<file path="src/rtl/alarm_pkg.sv">
// ----------------------------------------------------------------------------
// alarm_pkg
// Shared definitions for the alarm arm/disarm sequencer and the alarm core.
//   seq_state_t  : sequencer state encodings, also visible on state_o
//   core_state_t : alarm core state encodings, kept here so both sides agree
//   timer_width  : bits needed to hold the largest (delay - 1) timer load
// ----------------------------------------------------------------------------
package alarm_pkg;

    typedef enum logic [2:0] {
        ST_DISARMED   = 3'd0,
        ST_EXIT_WAIT  = 3'd1,
        ST_ARMED      = 3'd2,
        ST_ENTRY_WAIT = 3'd3,
        ST_SIREN      = 3'd4,
        ST_LOCKED     = 3'd5
    } seq_state_t;

    typedef enum logic [1:0] {
        CORE_OFF       = 2'd0,
        CORE_ARMED     = 2'd1,
        CORE_TRIGGERED = 2'd2,
        CORE_ALARM_ON  = 2'd3
    } core_state_t;

    // Width that holds max_dly-1; never narrower than one bit.
    function automatic int timer_width(input int max_dly);
        return (max_dly < 2) ? 1 : $clog2(max_dly);
    endfunction

endpackage

</file>
<file path="src/rtl/alarm_delay_timer.sv">
// ----------------------------------------------------------------------------
// alarm_delay_timer
// Loadable down-counter shared by the exit, entry, siren and lockout periods.
// It saturates at zero and only reloads when i_load is pulsed.
//   clk, rst_n  : clock, synchronous active-low reset (count -> 0)
//   i_load      : load i_load_val this edge (wins over decrement)
//   i_load_val  : value to load
//   o_zero      : count is zero
// ----------------------------------------------------------------------------
module alarm_delay_timer #(
    parameter int W = 5
) (
    input  logic         clk,
    input  logic         rst_n,
    input  logic         i_load,
    input  logic [W-1:0] i_load_val,
    output logic         o_zero
);

    logic [W-1:0] r_count;

    always_ff @(posedge clk) begin
        if (!rst_n) begin
            r_count <= '0;
        end else if (i_load) begin
            r_count <= i_load_val;
        end else if (r_count != '0) begin
            r_count <= r_count - 1'b1;
        end
    end

    assign o_zero = (r_count == '0);

endmodule

</file>
<file path="src/rtl/alarm_arm_sequencer.sv">
// ----------------------------------------------------------------------------
// alarm_arm_sequencer
// Keypad-driven arm/disarm controller in front of the alarm core. Adds exit and
// entry delays, a bounded siren period, per-zone masking and wrong-code lockout.
//   clk, rst_n           : clock, synchronous active-low reset
//   code_valid, code     : keypad entry strobe and value
//   secret               : configured code (static while in use)
//   zone, zone_mask      : raw sensor levels, 1 = zone enabled
//   arm_o, trig_o        : core arm / trigger levels
//   alarm_go, siren      : core alarm-confirm and siren drive (SIREN only)
//   lockout              : high while LOCKED
//   zone_hit             : latched zones that caused the trigger
//   bad_cnt              : consecutive wrong-code count
//   state_o              : current state encoding
//
// Handshake: code_valid is a one-cycle strobe with no back-pressure; the code
// is consumed on the edge where code_valid is high, except in LOCKED where it
// is dropped.
// ----------------------------------------------------------------------------
module alarm_arm_sequencer
    import alarm_pkg::*;
#(
    parameter int ZONES     = 4,
    parameter int CODE_W    = 4,
    parameter int EXIT_DLY  = 8,
    parameter int ENTRY_DLY = 8,
    parameter int SIREN_CYC = 16,
    parameter int MAX_TRIES = 3,
    parameter int LOCK_CYC  = 32
) (
    input  logic                           clk,
    input  logic                           rst_n,
    input  logic                           code_valid,
    input  logic [CODE_W-1:0]              code,
    input  logic [CODE_W-1:0]              secret,
    input  logic [ZONES-1:0]               zone,
    input  logic [ZONES-1:0]               zone_mask,
    output logic                           arm_o,
    output logic                           trig_o,
    output logic                           alarm_go,
    output logic                           siren,
    output logic                           lockout,
    output logic [ZONES-1:0]               zone_hit,
    output logic [$clog2(MAX_TRIES+1)-1:0] bad_cnt,
    output logic [2:0]                     state_o
);

    localparam int MAX_A   = (EXIT_DLY  > ENTRY_DLY) ? EXIT_DLY  : ENTRY_DLY;
    localparam int MAX_B   = (SIREN_CYC > LOCK_CYC)  ? SIREN_CYC : LOCK_CYC;
    localparam int MAX_DLY = (MAX_A > MAX_B) ? MAX_A : MAX_B;
    localparam int TMR_W   = timer_width(MAX_DLY);
    localparam int BAD_W   = $clog2(MAX_TRIES+1);
    localparam logic [BAD_W-1:0] BAD_MAX = BAD_W'(MAX_TRIES);

    seq_state_t       r_state;
    logic [ZONES-1:0] r_zone_hit;
    logic [BAD_W-1:0] r_bad;
    logic             r_arm, r_trig, r_alarm_go, r_siren, r_lockout;

    seq_state_t       w_next;
    logic [ZONES-1:0] w_hit_next;
    logic [BAD_W-1:0] w_bad_next;
    logic [BAD_W-1:0] w_bad_inc;
    logic             w_load;
    logic [TMR_W-1:0] w_load_val;
    logic             w_zero;
    logic             w_match;
    logic             w_wrong;
    logic             w_reach;
    logic [ZONES-1:0] w_zact;

    alarm_delay_timer #(.W(TMR_W)) u_timer (
        .clk        (clk),
        .rst_n      (rst_n),
        .i_load     (w_load),
        .i_load_val (w_load_val),
        .o_zero     (w_zero)
    );

    assign w_match   = code_valid && (code == secret);
    assign w_wrong   = code_valid && (code != secret);
    assign w_zact    = zone & zone_mask;
    // Saturating increment so repeated wrong codes in SIREN stay at MAX_TRIES.
    assign w_bad_inc = (r_bad >= BAD_MAX) ? BAD_MAX : r_bad + 1'b1;
    assign w_reach   = (w_bad_inc == BAD_MAX);

    always_ff @(posedge clk) begin
        if (!rst_n) begin
            r_state <= ST_DISARMED;
        end else begin
            r_state <= w_next;
        end
    end

    always_comb begin
        w_next     = r_state;
        w_hit_next = r_zone_hit;
        w_bad_next = r_bad;
        w_load     = 1'b0;
        w_load_val = '0;
        case (r_state)
            ST_DISARMED: begin
                if (w_match) begin
                    w_next     = ST_EXIT_WAIT;
                    w_load     = 1'b1;
                    w_load_val = TMR_W'(EXIT_DLY - 1);
                    w_bad_next = '0;
                end else if (w_wrong) begin
                    w_bad_next = w_bad_inc;
                    if (w_reach) begin
                        w_next     = ST_LOCKED;
                        w_load     = 1'b1;
                        w_load_val = TMR_W'(LOCK_CYC - 1);
                    end
                end
            end
            ST_EXIT_WAIT, ST_ARMED, ST_ENTRY_WAIT, ST_SIREN: begin
                if (w_match) begin
                    w_next     = ST_DISARMED;
                    w_bad_next = '0;
                    w_hit_next = '0;
                end else if (w_wrong && w_reach && (r_state != ST_SIREN)) begin
                    // Code-driven escalation outranks zone and timer events.
                    w_bad_next = w_bad_inc;
                    w_next     = ST_SIREN;
                    w_load     = 1'b1;
                    w_load_val = TMR_W'(SIREN_CYC - 1);
                end else begin
                    if (w_wrong) begin
                        w_bad_next = w_bad_inc;
                    end
                    case (r_state)
                        ST_EXIT_WAIT: begin
                            if (w_zero) begin
                                w_next = ST_ARMED;
                            end
                        end
                        ST_ARMED: begin
                            if (|w_zact) begin
                                w_next     = ST_ENTRY_WAIT;
                                w_load     = 1'b1;
                                w_load_val = TMR_W'(ENTRY_DLY - 1);
                                w_hit_next = r_zone_hit | w_zact;
                            end
                        end
                        ST_ENTRY_WAIT: begin
                            w_hit_next = r_zone_hit | w_zact;
                            if (w_zero) begin
                                w_next     = ST_SIREN;
                                w_load     = 1'b1;
                                w_load_val = TMR_W'(SIREN_CYC - 1);
                            end
                        end
                        default: begin
                            // SIREN: a still-active zone re-triggers from ARMED.
                            if (w_zero) begin
                                w_next = ST_ARMED;
                            end
                        end
                    endcase
                end
            end
            ST_LOCKED: begin
                if (w_zero) begin
                    w_next     = ST_DISARMED;
                    w_bad_next = '0;
                end
            end
            default: begin
                w_next = ST_DISARMED;
            end
        endcase
    end

    // Outputs are registered from the next state so they line up with state_o.
    always_ff @(posedge clk) begin
        if (!rst_n) begin
            r_zone_hit <= '0;
            r_bad      <= '0;
            r_arm      <= 1'b0;
            r_trig     <= 1'b0;
            r_alarm_go <= 1'b0;
            r_siren    <= 1'b0;
            r_lockout  <= 1'b0;
        end else begin
            r_zone_hit <= w_hit_next;
            r_bad      <= w_bad_next;
            r_arm      <= (w_next == ST_ARMED) || (w_next == ST_ENTRY_WAIT) ||
                          (w_next == ST_SIREN);
            r_trig     <= (w_next == ST_ENTRY_WAIT) || (w_next == ST_SIREN);
            r_alarm_go <= (w_next == ST_SIREN);
            r_siren    <= (w_next == ST_SIREN);
            r_lockout  <= (w_next == ST_LOCKED);
        end
    end

    assign arm_o    = r_arm;
    assign trig_o   = r_trig;
    assign alarm_go = r_alarm_go;
    assign siren    = r_siren;
    assign lockout  = r_lockout;
    assign zone_hit = r_zone_hit;
    assign bad_cnt  = r_bad;
    assign state_o  = r_state;

endmodule

</file>
<file path="config.mk">
export PLATFORM = sky130hd
export DESIGN_NAME = alarm_arm_sequencer
export DESIGN_NICKNAME = d
export VERILOG_FILES = /design/src/rtl/alarm_pkg.sv /design/src/rtl/alarm_delay_timer.sv /design/src/rtl/alarm_arm_sequencer.sv
export SDC_FILE = /design/constraint.sdc
export NUM_CORES = 1
export LEC_CHECK = 0
export BUFFER_PORTS_ARGS = -buffer_cell sky130_fd_sc_hd__buf_2
export CORE_MARGIN = 2
export CORE_UTILIZATION = 38
export CTS_BUF_LIST = sky130_fd_sc_hd__clkbuf_2
export CTS_CLUSTER_SIZE = 16
export DETAILED_ROUTE_END_ITERATION = 10
export GPL_TIMING_DRIVEN = 0
export PLACE_DENSITY = 0.67
export SYNTH_ARGS = -nofsm -noshare
export SYNTH_HDL_FRONTEND = slang
export SYNTH_SLANG_ARGS = --single-unit
</file>
<file path="constraint.sdc">
create_clock -name clk -period 2.5 [get_ports clk]
set_input_delay 0.25 -clock clk [delete_from_list [all_inputs] [get_ports clk]]
set_output_delay 0.25 -clock clk [all_outputs]
set_load 0.01 [all_outputs]
</file>
==> impl_summary.txt <==
----------------------------------------------------
[Detailed routing]
  Post-route ant nets ... 0
  Initial detailed-routing violation count ... 31
  Post-route DRC ... 0
  Total vias in the final route ... 1,157
  DR pass1 iterations ... 4
  Via count normalized by instance count ... 5.873
  Routed length per placed instance ... 14.55 um
  Final Routed Wirelength ... 2.867 mm

[Setup path]
  Worst-path cell chain ... inv_1 -> ha_1 -> nor4b_2 -> nor2_1 -> o31ai_1 -> a31oi_1 -> a21oi_1
  Crit-path slowest cell ... sky130_fd_sc_hd__nor4b_2
  Req. time, crit path ... 2.75 ns
  Startpoint kind of the worst setup timing path ... flip-flop
  WP data arrival ... 2.46 ns
  Critical path peak fanout ... 7
  Critical Setup Path Class ... reg2reg
  Type of destination of the critical path ... flip-flop
  CP max stage delay ... 0.58 ns

[Hold path]
  Type of the tightest min-delay check ... in2reg

[Cells and area]
  Final Util ... 0.4786
  Number of fillers in the final layout ... 280
  Area of the multi-input gates ... 655.6 um2
  Area of all sequential standard cells ... 360.3 um2
  Diodes inserted ... 0
  Area overhead of the layout relative to synthesis ... 18.49%
  Net count of the finished layout ... 188
  Fraction of final layout cells sized beyond drive strength 1 ... 0.2771
  Post-layout instance count excluding filler cells ... 197

[Synth]
  Number of warnings reported in the yosys synthesis log ... 0
  Register bit count reported by yosys ... 18
  Post-Syn Nets ... 153
  Most instantiated cells after synthesis ... 18 x sky130_fd_sc_hd__dfxtp_1, 12 x sky130_fd_sc_hd__nand2_1, 8 x sky130_fd_sc_hd__inv_1, 8 x sky130_fd_sc_hd__nor2_1
  Proportion of netlist area held by the largest area contributor ... 0.3207
  Library cell with the highest instance count after synthesis ... sky130_fd_sc_hd__dfxtp_1
  Post-Synthesis Cells ... 132
  Largest area contributor in the synthesized netlist ... sky130_fd_sc_hd__dfxtp_1
  Fraction of registers with async set or reset after synthesis ... 0
  Synthesized area ... 1124 um2
  Cell variety after synth ... 42
  Synthesized area per cell ... 8.512 um2
  Sequential element share of the synthesized area ... 0.3207
  Most instantiated flip-flop cell in the synthesis netlist ... sky130_fd_sc_hd__dfxtp_1
  Count of flip-flops with a built-in enable after synthesis ... 0
  Cells taking the most area after synthesis ... sky130_fd_sc_hd__dfxtp_1 32%, sky130_fd_sc_hd__xnor2_1 5.5%, sky130_fd_sc_hd__nand2_1 4.0%

[STA]
  Final hold violation count ... 0
  Worst clock skew ... 0.007163 ns
  Least setup slack across all paths after layout ... 0.2858 ns
  Maximum clock frequency ... 451.6 MHz
  Max transition margin ... 0.5399
  Worst-case hold slack ... 0.1864 ns
  Setup violators final ... 0
  Measured slew at the worst slew-check pin ... 0.6883 ns
  Setup TNS ... 0 ns
  RSZ-0062 raised after global routing ... false
  Share of the clock period used by the worst path ... 0.8857
  Final slew viol count ... 0
  Time the final worst path needs with I/O delays and setup ... 2.214 ns

[Placement]
  Inst Count DP ... 193
  Dpl hpwl ... 2.280 mm
  Placer congestion estimate ... 0.8574
  Number of port buffers ... 30
  Pre-CTS worst setup slack ... 0.3305 ns

[Pwr]
  Net switching component of the power ... 0.4888 mW
  Clock power frac ... 0.111
  Flop pwr share ... 0.344
  Combinational fraction of design power ... 0.545
  Max IR drop VDD ... 0.0005575 V
  Design internal power ... 0.6679 mW
  Power density of the placed cells ... 868.8 nW/um2
  Switching power as a share of total power ... 0.4226
  Leakage dissipation ... 0.5768 nW

[CTS]
  CTS Buf Count ... 3
  Clock transition at the registers of the reported paths ... 0.18 ns
  Post-CTS setup buffer count ... 0
  Count of H-tree levels built during CTS ... 1
  Maximum clock path buffer count ... 2
  Source-to-sink clock delay at the later pin of the worst-skew pair ... 0.31 ns
  Hold-fix buffers at CTS ... 0
  Count of cells resized by post-cts repair ... 0
  CTS tree ... done
  Clk Tree Root Cell ... sky130_fd_sc_hd__clkbuf_2
  Sink Count ... 18

[GRT]
  Most used routing layer ... met2
  Via count of the first global-routing pass ... 1,134
  Met2 Use GR ... 0.3323
  First-pass GRT wire length ... 5.016 mm
  Number of antenna violations at the first check in global routing ... 0
  GRT met1 Usage ... 0.2309
  GR met3 Demand/Resource ... 0.02857
  Tot GR Track Use ... 0.1872
  Residual overflow from global routing ... 0
  Maximum number of pins on one net before global-route repair ... 11

[Floorplan]
  Initial Util ... 0.4040
  Y dimension of the die ... 58.38 um
  Area of the placeable core ... 2781 um2
  Row Count ... 19
  Area enclosed by the die boundary ... 3408 um2
  I/O pins ... 33
  Die width ... 58.38 um

[Outcome]
  Run status ... finished clean

[Run]
  Number of max-cap violations ... 0

----------------------------------------------------
## worst max-delay path: cells and delay by family, from the launching register on
family	cells	cell delay [ns]
AND/OR/NAND/NOR	2	0.79
adder cells (fa/ha/maj)	1	0.18
buffers and inverters	1	0.11
AO/OA/AOI/OAI	3	0.73
flip-flops	1	0.35
## power groups by stage
| stage | Clock [mW] | Sequential, mW | Combinational, mW |
|---|---|---|---|
| CTS | 0.133 | 0.400 | 0.632 |
| finish | 0.128 | 0.398 | 0.630 |
| global route | 0.141 | 0.411 | 0.706 |
| global placement | 0 | 0.401 | 0.612 |
| floorplan | 0 | 0.412 | 0.466 |
| detailed placement | 0 | 0.407 | 0.625 |
## cells by family (layout without fill, tap and decap cells)
logic type | after synthesis | in the layout | share of synthesized area
AOI/OAI and AO/OA | 42 | 42 | 0.2740
xor gates and xnor gates | 8 | 8 | 0.06236
adders and majority gates | 2 | 2 | 0.02227
buffers and inverters | 16 | 50 | 0.09577
DFF | 18 | 18 | 0.3207
and+or+nand+nor | 46 | 46 | 0.2249
## worst paths after layout
path / start / to / slack (ns) / cells past startpoint
max: u_timer.r_count[0]$_SDFFE_PN0P_ / u_timer.r_count[0]$_SDFFE_PN0P_ / 0.29 / 7
min: zone_mask[3] / zone_hit[3]$_SDFFE_PN0P_ / 0.19 / 2
max reg2reg: u_timer.r_count[0]$_SDFFE_PN0P_ / u_timer.r_count[0]$_SDFFE_PN0P_ / 0.29 / 7
min reg2reg: zone_hit[0]$_SDFFE_PN0P_ / zone_hit[0]$_SDFFE_PN0P_ / 0.50 / 1
## cells in the final DEF (no fill, tap or decap), types with 2 or more instances in the layout
master	n
sky130_fd_sc_hd__inv_1	8
sky130_fd_sc_hd__a211oi_1	3
sky130_fd_sc_hd__buf_2	30
sky130_fd_sc_hd__a32o_1	4
sky130_fd_sc_hd__nand4_1	2
sky130_fd_sc_hd__a21oi_1	7
sky130_fd_sc_hd__nor3_1	5
sky130_fd_sc_hd__nand2_1	12
sky130_fd_sc_hd__or4_1	2
sky130_fd_sc_hd__o221ai_1	2
sky130_fd_sc_hd__clkbuf_2	3
sky130_fd_sc_hd__nor2b_1	2
sky130_fd_sc_hd__a31oi_1	3
sky130_fd_sc_hd__ha_1	2
sky130_fd_sc_hd__nand3_1	6
sky130_fd_sc_hd__and3_1	2
sky130_fd_sc_hd__nor2_1	8
sky130_fd_sc_hd__buf_6	3
sky130_fd_sc_hd__o31ai_1	4
sky130_fd_sc_hd__dfxtp_1	18
sky130_fd_sc_hd__o211ai_1	2
sky130_fd_sc_hd__buf_4	3
sky130_fd_sc_hd__xnor2_1	7
sky130_fd_sc_hd__and4_1	4
sky130_fd_sc_hd__o21ai_0	4
## sequential cells by signal, summed over array words and instances (netlist names)
name             cells
u_timer.r_count      5
zone_hit             4
state_o              3
bad_cnt              2
arm_o                1
lockout              1
siren                1
trig_o               1
## final cells by class
class	instances	area share
sequential	18	0.2707
inverter	8	0.02256
clock buffer	3	0.01128
tap	31	0.02914
buffer	8	0.05827
clock inverter	1	0.002820
timing repair buffer	30	0.1128
multi-input combinational	98	0.4925
## stage by stage
stage | power, mW | cell area [um2]
CTS | 1.165 | 1331
global placement | 1.013 | 1313
floorplan | 0.8780 | 1124
finish | 1.157 | 1331
detailed placement | 1.032 | 1313
global route | 1.258 | 1331
## per-layer routing
metal | part of all wire | up-vias | wire length [um]
met5 | 0 | - | 0
met4 | 0.024 | 0 | 69
met3 | 0.074 | 10 | 212
met2 | 0.51 | 49 | 1456
met1 | 0.39 | 535 | 1130
li1 | - | 563 | -
Note: power is estimated with default switching activity, not from simulation.
